[src/rtl/mem_arbiter_if.sv]
// rtl/mem_arbiter_if.sv - requester port bundle for mem_arbiter
interface mem_arbiter_if #(
    parameter int DW = 32,
    parameter int AW = 32
);
    logic          req;
    logic          we;
    logic [AW-1:0] adr;
    logic [DW-1:0] wd;
    logic          gnt;
    logic          rvalid;
    logic [DW-1:0] rdata;

    modport master (
        output req, we, adr, wd,
        input  gnt, rvalid, rdata
    );

    modport slave (
        input  req, we, adr, wd,
        output gnt, rvalid, rdata
    );
endinterface

[src/rtl/mem_arbiter.sv]
// rtl/mem_arbiter.sv - two-port arbiter in front of the unified instruction/data memory
module mem_arbiter #(
    parameter int DW         = 32,
    parameter int AW         = 32,
    parameter int MAX_HOLD   = 8,
    parameter bit FIXED_PRIO = 1'b0
) (
    input  logic          clk,
    input  logic          reset,
    mem_arbiter_if.slave  p0,
    mem_arbiter_if.slave  p1,
    output logic          mem_we,
    output logic [AW-1:0] mem_adr,
    output logic [DW-1:0] mem_wd,
    input  logic [DW-1:0] mem_rd
);

    localparam int            HW        = $clog2(MAX_HOLD);
    localparam logic [HW-1:0] HOLD_LAST = HW'(MAX_HOLD - 1);

    // One-hot owner encoding so each grant is a raw state flop bit.
    typedef enum logic [1:0] {
        IDLE = 2'b00,
        OWN0 = 2'b01,
        OWN1 = 2'b10
    } state_t;

    state_t        state_q;
    state_t        state_d;
    logic [HW-1:0] hold_cnt;
    logic          last_served;

    logic          req0;
    logic          req1;
    logic          beat0;
    logic          beat1;
    logic          other_req;
    logic          hold_at_limit;

    logic          rvalid0_q;
    logic          rvalid1_q;
    logic [DW-1:0] rdata0_q;
    logic [DW-1:0] rdata1_q;

    assign req0 = p0.req;
    assign req1 = p1.req;

    assign p0.gnt = state_q[0];
    assign p1.gnt = state_q[1];

    // A beat is whatever the current owner presents while its request is up.
    assign beat0 = state_q[0] & req0;
    assign beat1 = state_q[1] & req1;

    // The non-owner is waiting; this is what makes the hold counter run.
    assign other_req     = (state_q[0] & req1) | (state_q[1] & req0);
    assign hold_at_limit = (hold_cnt == HOLD_LAST);

    assign p0.rvalid = rvalid0_q;
    assign p0.rdata  = rdata0_q;
    assign p1.rvalid = rvalid1_q;
    assign p1.rdata  = rdata1_q;

    // Ownership decision: idle tie-break, release/handover and hold-time preemption.
    always_comb begin
        state_d = state_q;
        unique case (state_q)
            IDLE: begin
                if (req0 && req1) begin
                    state_d = (FIXED_PRIO || last_served) ? OWN0 : OWN1;
                end else if (req0) begin
                    state_d = OWN0;
                end else if (req1) begin
                    state_d = OWN1;
                end
            end
            OWN0: begin
                if (!req0) begin
                    state_d = req1 ? OWN1 : IDLE;
                end else if (req1 && !FIXED_PRIO && hold_at_limit) begin
                    state_d = OWN1;
                end
            end
            OWN1: begin
                if (!req1) begin
                    state_d = req0 ? OWN0 : IDLE;
                end else if (req0 && (FIXED_PRIO || hold_at_limit)) begin
                    // Under fixed priority port 1's beat this cycle still lands.
                    state_d = OWN0;
                end
            end
            default: begin
                state_d = IDLE;
            end
        endcase
    end

    // Owner state, hold counter and the round-robin history bit.
    always_ff @(posedge clk or negedge reset) begin
        if (!reset) begin
            state_q     <= IDLE;
            hold_cnt    <= '0;
            last_served <= 1'b1;
        end else begin
            state_q <= state_d;

            if (state_d != state_q) begin
                hold_cnt <= '0;
            end else if (!other_req) begin
                hold_cnt <= '0;
            end else if (!hold_at_limit) begin
                hold_cnt <= hold_cnt + 1'b1;
            end

            if (state_q == OWN0 && state_d != OWN0) begin
                last_served <= 1'b0;
            end else if (state_q == OWN1 && state_d != OWN1) begin
                last_served <= 1'b1;
            end
        end
    end

    // Memory-side mux; write enable is also gated by reset so a write racing reset is dropped.
    always_comb begin
        mem_we  = 1'b0;
        mem_adr = '0;
        mem_wd  = '0;
        if (beat0) begin
            mem_we  = reset & p0.we;
            mem_adr = p0.adr;
            mem_wd  = p0.wd;
        end else if (beat1) begin
            mem_we  = reset & p1.we;
            mem_adr = p1.adr;
            mem_wd  = p1.wd;
        end
    end

    // Registered read return: capture memory data and pulse rvalid once per read beat.
    always_ff @(posedge clk or negedge reset) begin
        if (!reset) begin
            rvalid0_q <= 1'b0;
            rvalid1_q <= 1'b0;
            rdata0_q  <= '0;
            rdata1_q  <= '0;
        end else begin
            rvalid0_q <= beat0 & ~p0.we;
            rvalid1_q <= beat1 & ~p1.we;
            if (beat0 && !p0.we) begin
                rdata0_q <= mem_rd;
            end
            if (beat1 && !p1.we) begin
                rdata1_q <= mem_rd;
            end
        end
    end

endmodule

[src/flat_wrapper.sv]
// flat-port wrapper written by rule: the top's interface ports become plain ports
module mem_arbiter_flat 
#(
    parameter int DW         = 32,
    parameter int AW         = 32,
    parameter int MAX_HOLD   = 8,
    parameter bit FIXED_PRIO = 1'b0
)
  (clk, reset, mem_we, mem_adr, mem_wd, mem_rd, p0_req, p0_we, p0_adr, p0_wd, p0_gnt, p0_rvalid, p0_rdata, p1_req, p1_we, p1_adr, p1_wd, p1_gnt, p1_rvalid, p1_rdata);
  mem_arbiter_if #(.DW(DW), .AW(AW)) p0_i ();
  mem_arbiter_if #(.DW(DW), .AW(AW)) p1_i ();
  input  logic clk;
  input  logic reset;
  output logic mem_we;
  output logic [AW-1:0] mem_adr;
  output logic [DW-1:0] mem_wd;
  input  logic [DW-1:0] mem_rd;
  input wire logic [$bits(p0_i.req)-1:0] p0_req;
  input wire logic [$bits(p0_i.we)-1:0] p0_we;
  input wire logic [$bits(p0_i.adr)-1:0] p0_adr;
  input wire logic [$bits(p0_i.wd)-1:0] p0_wd;
  output wire logic [$bits(p0_i.gnt)-1:0] p0_gnt;
  output wire logic [$bits(p0_i.rvalid)-1:0] p0_rvalid;
  output wire logic [$bits(p0_i.rdata)-1:0] p0_rdata;
  input wire logic [$bits(p1_i.req)-1:0] p1_req;
  input wire logic [$bits(p1_i.we)-1:0] p1_we;
  input wire logic [$bits(p1_i.adr)-1:0] p1_adr;
  input wire logic [$bits(p1_i.wd)-1:0] p1_wd;
  output wire logic [$bits(p1_i.gnt)-1:0] p1_gnt;
  output wire logic [$bits(p1_i.rvalid)-1:0] p1_rvalid;
  output wire logic [$bits(p1_i.rdata)-1:0] p1_rdata;
  assign p0_i.req = p0_req;
  assign p0_i.we = p0_we;
  assign p0_i.adr = p0_adr;
  assign p0_i.wd = p0_wd;
  assign p0_gnt = p0_i.gnt;
  assign p0_rvalid = p0_i.rvalid;
  assign p0_rdata = p0_i.rdata;
  assign p1_i.req = p1_req;
  assign p1_i.we = p1_we;
  assign p1_i.adr = p1_adr;
  assign p1_i.wd = p1_wd;
  assign p1_gnt = p1_i.gnt;
  assign p1_rvalid = p1_i.rvalid;
  assign p1_rdata = p1_i.rdata;
  mem_arbiter #(.DW(DW), .AW(AW), .MAX_HOLD(MAX_HOLD), .FIXED_PRIO(FIXED_PRIO)) u_core (.clk(clk), .reset(reset), .p0(p0_i), .p1(p1_i), .mem_we(mem_we), .mem_adr(mem_adr), .mem_wd(mem_wd), .mem_rd(mem_rd));
endmodule
[config.mk]
export PLATFORM = sky130hd
export DESIGN_NAME = mem_arbiter_flat
export DESIGN_NICKNAME = d
export VERILOG_FILES = /design/src/rtl/mem_arbiter_if.sv /design/src/rtl/mem_arbiter.sv /design/src/flat_wrapper.sv
export SDC_FILE = /design/constraint.sdc
export NUM_CORES = 1
export LEC_CHECK = 0
export BUFFER_PORTS_ARGS = -buffer_cell sky130_fd_sc_hd__buf_4
export CAP_MARGIN = 25
export CORE_AREA = 2 2 116 118
export DETAILED_ROUTE_END_ITERATION = 10
export DIE_AREA = 0 0 118 120
export SLEW_MARGIN = 20
export SYNTH_ARGS = -nofsm -noshare
export SYNTH_HDL_FRONTEND = slang
export SYNTH_SLANG_ARGS = --single-unit
[constraint.sdc]
create_clock -name clk -period 1.9 [get_ports clk]
set_clock_uncertainty 0.1 [all_clocks]
set_input_delay 0.095 -clock clk [delete_from_list [all_inputs] [get_ports clk]]
set_output_delay 0.095 -clock clk [all_outputs]
set_load 0.05 [all_outputs]
# After elaboration in Yosys (flattened, before gate mapping)
# Cells that the tools add are included.
classes:
  n_reduce_logical: 11
  bitwise_logic: 11
  muxes: 22
  n_eq_ne: 7
  add_sub_neg: 1
ops:
  columns: ["op", "n"]
  rows:
  - ["2-to-1 mux 32 bit", 4]
  - ["2-to-1 mux 2 bit", 9]
  - ["2-to-1 mux 3 bit", 3]
  - ["bitwise AND 1 bit", 8]
  - ["logical AND 1 bit", 7]
  - ["case mux 2 bit (3 select lines)", 1]
  - ["2-to-1 mux 1 bit", 5]
  - ["adder 3 x 1 -> 3 bit, second input constant", 1]
  - ["equality test 3 bit, second input constant", 1]
  - ["!= test 3 bit, second input constant", 1]
  - ["equality test 2 x 1 -> 1 bit, second input constant", 1]
  - ["equality test 2 bit, second input constant", 1]
  - ["zero test 1 bit", 2]
  - ["zero test 2 bit", 1]
  - ["!= test 2 x 1 -> 1 bit, second input constant", 1]
  - ["!= test 2 bit", 1]
  - ["!= test 2 bit, second input constant", 1]
  - ["NOT 1 bit", 2]
  - ["nonzero test 2 bit", 1]
  - ["OR 1 bit", 1]
totals:
  inputBits: 166
  ff_bits: 72
  out_inout_bits: 133

# Longest topological paths before layout
depth:
  word_depth: 9
  mapped_depth: 7
  ltp_nobuf: 5

# Worst setup path after synthesis
# Ideal clock, no wire load.
synth_path:
  path_type: "register to output"
  start: "register u_core.state_q[0]"
  end: "output port mem_adr[12]"
  required_ns: 1.705
  path_stages_with_launch: 7
  slack_ns: -0.195
  arrival_ns: 1.900
  path_cell_list: "dfrtp_1 buf_4 and2_1 buf_6 buf_2 buf_2 a22o_1"
synth_via:
  elab_chain_cells: 2
synth_lines:
  columns: ["element", "line_no", "text"]
  rows:
  - ["start: declaration", "mem_arbiter.sv:28", "state_t state_q;"]
  - ["start signal: assignment", "mem_arbiter.sv:105", "state_q <= state_d;"]
  - ["bitwise AND 1 bit", "mem_arbiter.sv:52", "assign beat0 = state_q[0] & req0;"]
  - ["2-to-1 mux 32 bit", "mem_arbiter.sv:128", "if (beat0) begin"]
  - ["end: declaration", "flat_wrapper.sv:15", "output logic [AW-1:0] mem_adr;"]
# Every way passes these cells.

# Worst setup path after layout
layout_path:
  start: "register u_core.state_q[0]"
  end: "output port mem_adr[1]"
# Same word-level chain as after synthesis.

==> qor.tcl <==
set qor(run_status) {complete, no violations}
set qor(net_count_of_the_mapped_netlist) 423
set qor(routedWlPerCell_microns) 20.98
set qor(regToRegEndpoint) {u_core.p1.rdata[1]$_DFFE_PN0P_}
set qor(regToRegSetupSlack_ns) 0.24
set qor(synth-warning-count) 0
set qor(num-nets-final) 758
set qor(die_area_sq_mm) 0.01416
set qor(max_cap_violations) 0
set qor(sum_of_buffers_and_inverters_on_the_critical_path) 3
set qor(path_class) {reg2out}
set qor(synth_cell_types) 31
set qor(edff_count_synth) 0
set qor(cp_slowest_cell) {sky130_fd_sc_hd__dfrtp_2}
set qor(post-dp-hpwl_microns) 12130
set qor(crit_family) {buffers and inverters}
set qor(cts.root.buffer_cell) {sky130_fd_sc_hd__clkbuf_16}
set qor(drt_iter0_markers) 190
set qor(critical_path_start_type) {flop}
set qor(critical_path.max_stage_delay_ns) 0.40
set qor(power-per-cell-area_mw_per_mm2) 1158
set qor(per_instance_average_area_after_synthesis_sq_um) 14.39
set qor(cts_sinks) 72
set qor(final_util_pct) 54.36
set qor(total_power_mw) 8.169
set qor(async_reset_ff_share_pct) 100.0
set qor(cts_tree) {yes}
set qor(track_usage_pct) 22.14
set qor(peakVddDrop_v) 0.0004094
set qor(layout_commonest_cell) {sky130_fd_sc_hd__buf_4}
set qor(synthCells) 255
set qor(cts-buffers-inserted) 9
set qor(design.portCount) 299
set qor(detail-route-antenna-nets) 0
set qor(rr_startpoint) {u_core.state_q[1]$_DFF_PN0_}
set qor(post_route_cells_drive_above_1_share_pct) 77.44
set qor(cp.arrival_ns) 1.67
set qor(buffer_ports.inserted) 298
set qor(hold-worst-slack_ns) 0.03756
set qor(cp.required_ns) 1.70
set qor(setup.worst_path.end_class) {primary output}
set qor(path_max_fanout) 16
set qor(report.final.slew_viol_count) 0
set qor(synth.cell_area_sq_mm) 0.003670
set qor(htree_levels) 3
set qor(hold_violations) 0
set qor(worstSkewPairLatency_ns) 0.33
set qor(post-route-drc-count) 0
set qor(ys.flop_type) {sky130_fd_sc_hd__dfrtp_1}
set qor(slew_headroom_pct) 74.33
set qor(vias_in_the_first_global_route) 3834
set qor(grt_first_pass_wirelength_microns) 23180
set qor(most-common-layout-cells) {sky130_fd_sc_hd__buf_4, sky130_fd_sc_hd__dfrtp_1, sky130_fd_sc_hd__a22o_2}
set qor(max_freq_mhz) 535.7
set qor(min-delay-start) {p0_req}
set qor(worst_setup_hold_path_clk_slew_ns) 0.06
set qor(max_slew.worst_pin.slew_ns) 0.3851
set qor(final_min_period_over_clock_period_pct) 98.24
set qor(timing.final.crit_period_ns) 1.867
set qor(hold-path-cell-count) 3
set qor(postSynthRegisterBits) 72
set qor(die_h_microns) 120
set qor(rows) 42
set qor(yosysSeqAreaShare_pct) 49.13
set qor(wl_microns) 16190
set qor(cp_cell_sequence) {and2_4 -> nor2_4 -> buf_4 -> buf_16 -> a22o_1 -> buf_6}
set qor(unrepaired_setup_endpoints_after_global_routing) {true}
set qor(timing.reg2reg.worst_path_depth) 4
set qor(die-width_microns) 118
set qor(detailroute.via_count) 3658
set qor(hold_path.class) {in2reg}
set qor(gp_congestion) 0.8115
set qor(clock_tree.buffer_depth) 2
set qor(antenna_found_initial) 3
set qor(hold-path-endpoint) {u_core.last_served$_DFFE_PN1P_}
set qor(drtPass1Iterations) 5
set qor(grt_max_degree) 65
set qor(total_of_endpoints_with_negative_setup_slack_in_the_final_report) 0
set qor(initial_utilization_pct) 28.27
set qor(total_leakage_power_nw) 3.678
set qor(area_growth_pct) 92.26
set qor(grt_overflow_total) 0
set qor(core_region_area_sq_mm) 0.01298
set qor(detail_route.vias_per_cell) 4.738
[where the power goes]
| group | internal [mW] | switching (mW) | leakage, nW |
|---|---|---|---|
| registers | 1.95 | 0.247 | 0.864 |
| clock network | 1.21 | 0.614 | 0.159 |
| logic | 1.62 | 2.53 | 2.66 |
[worst max-delay path by stage]
| stage | endpoint | from | depth (start not counted) |
|---|---|---|---|
| after floorplan | mem_adr[12] | u_core.state_q[0]$_DFF_PN0_ | 6 |
| after global placement | mem_wd[27] | u_core.state_q[0]$_DFF_PN0_ | 4 |
| after detailed placement | mem_wd[16] | u_core.state_q[0]$_DFF_PN0_ | 4 |
| after CTS | mem_adr[10] | u_core.state_q[0]$_DFF_PN0_ | 5 |
| after global routing | mem_adr[0] | u_core.state_q[0]$_DFF_PN0_ | 6 |
| final | mem_adr[1] | u_core.state_q[0]$_DFF_PN0_ | 6 |
[cell families (layout without fill, tap and decap cells)]
logic type,Yosys count,in the layout,synth area share [%]
AOI/OAI and AO/OA,73,73,17.05
xor gates and xnor gates,1,1,0.2387
adders and majority gates,2,2,0.6818
buffers and inverters,27,366,5.012
DFF,72,72,49.13
muxes,66,66,25.20
other,0,2,0
and+or+nand+nor,14,14,2.694
[what timing repair did]
item / 4_1_cts / 5_1_grt
endpoints found under the setup margin: 64 / 64
hold buffers: 35 / 0
setup buffers: 1 / 3
cloned: 2 / 0
gates resized for setup: 30 / 18
pin swaps: 0 / 1
hold endpoints to repair: 139 / 0
[state kept, by name, indices dropped and copies added (netlist names)]
name                cells
u_core.p0.rdata        32
u_core.p1.rdata        32
u_core.hold_cnt         3
u_core.state_q          2
u_core.last_served      1
u_core.p0.rvalid        1
u_core.p1.rvalid        1
[stage by stage]
| stage | setup WS (ns) | cell area, sq um | TNS, ns | cells |
|---|---|---|---|---|
| 4_1_cts | -0.04222 | 6969 | -0.4464 | 767 |
| 3_3_place_gp | 0.1728 | 6123 | 0 | 714 |
| 6_report | 0.03336 | 7056 | 0 | 772 |
| 2_1_floorplan | 0.04674 | 3749 | 0 | 255 |
| 5_1_grt | -0.04231 | 7056 | -0.9347 | 772 |
| 3_5_place_dp | 0.1612 | 6123 | 0 | 714 |
[cell type report]
| cell class | count | area (sq um) |
|---|---|---|
| timing repair buffer | 347 | 2927 |
| clock inverter | 3 | 65.06 |
| tap | 176 | 220.2 |
| clock buffer | 12 | 256.5 |
| fill | 1112 | 5924 |
| inverter | 4 | 15.01 |
| sequential | 72 | 1805 |
| multi-input combinational | 156 | 1762 |
| antenna | 2 | 5.005 |
[metal layers]
metal	vias to the layer above	track usage, %	share of wire [%]
met5	-	0	0
met4	0	9.337	3.1
met3	29	9.743	9.8
met2	197	33.43	46
met1	1788	27.56	41
li1	1644	-	-
[worst min-delay path: stages]
cell	delay, ns
sky130_fd_sc_hd__buf_4	0.10
sky130_fd_sc_hd__a21oi_1	0.06
sky130_fd_sc_hd__o221ai_1	0.17
[Yosys cell counts, types with 2 or more instances]
master	n	area, sq um
sky130_fd_sc_hd__mux2_4	49	735.7
sky130_fd_sc_hd__and3_1	2	12.51
sky130_fd_sc_hd__buf_2	12	60.06
sky130_fd_sc_hd__o21ai_0	2	10.01
sky130_fd_sc_hd__a22o_1	64	560.5
sky130_fd_sc_hd__mux2_2	15	168.9
sky130_fd_sc_hd__nor2b_1	3	18.77
sky130_fd_sc_hd__buf_6	8	90.09
sky130_fd_sc_hd__mux2i_1	2	20.02
sky130_fd_sc_hd__dfrtp_1	71	1777
sky130_fd_sc_hd__ha_1	2	25.02
sky130_fd_sc_hd__buf_4	2	15.01
sky130_fd_sc_hd__inv_1	3	11.26
sky130_fd_sc_hd__and2_1	3	18.77
(Power assumes the default switching activity.)
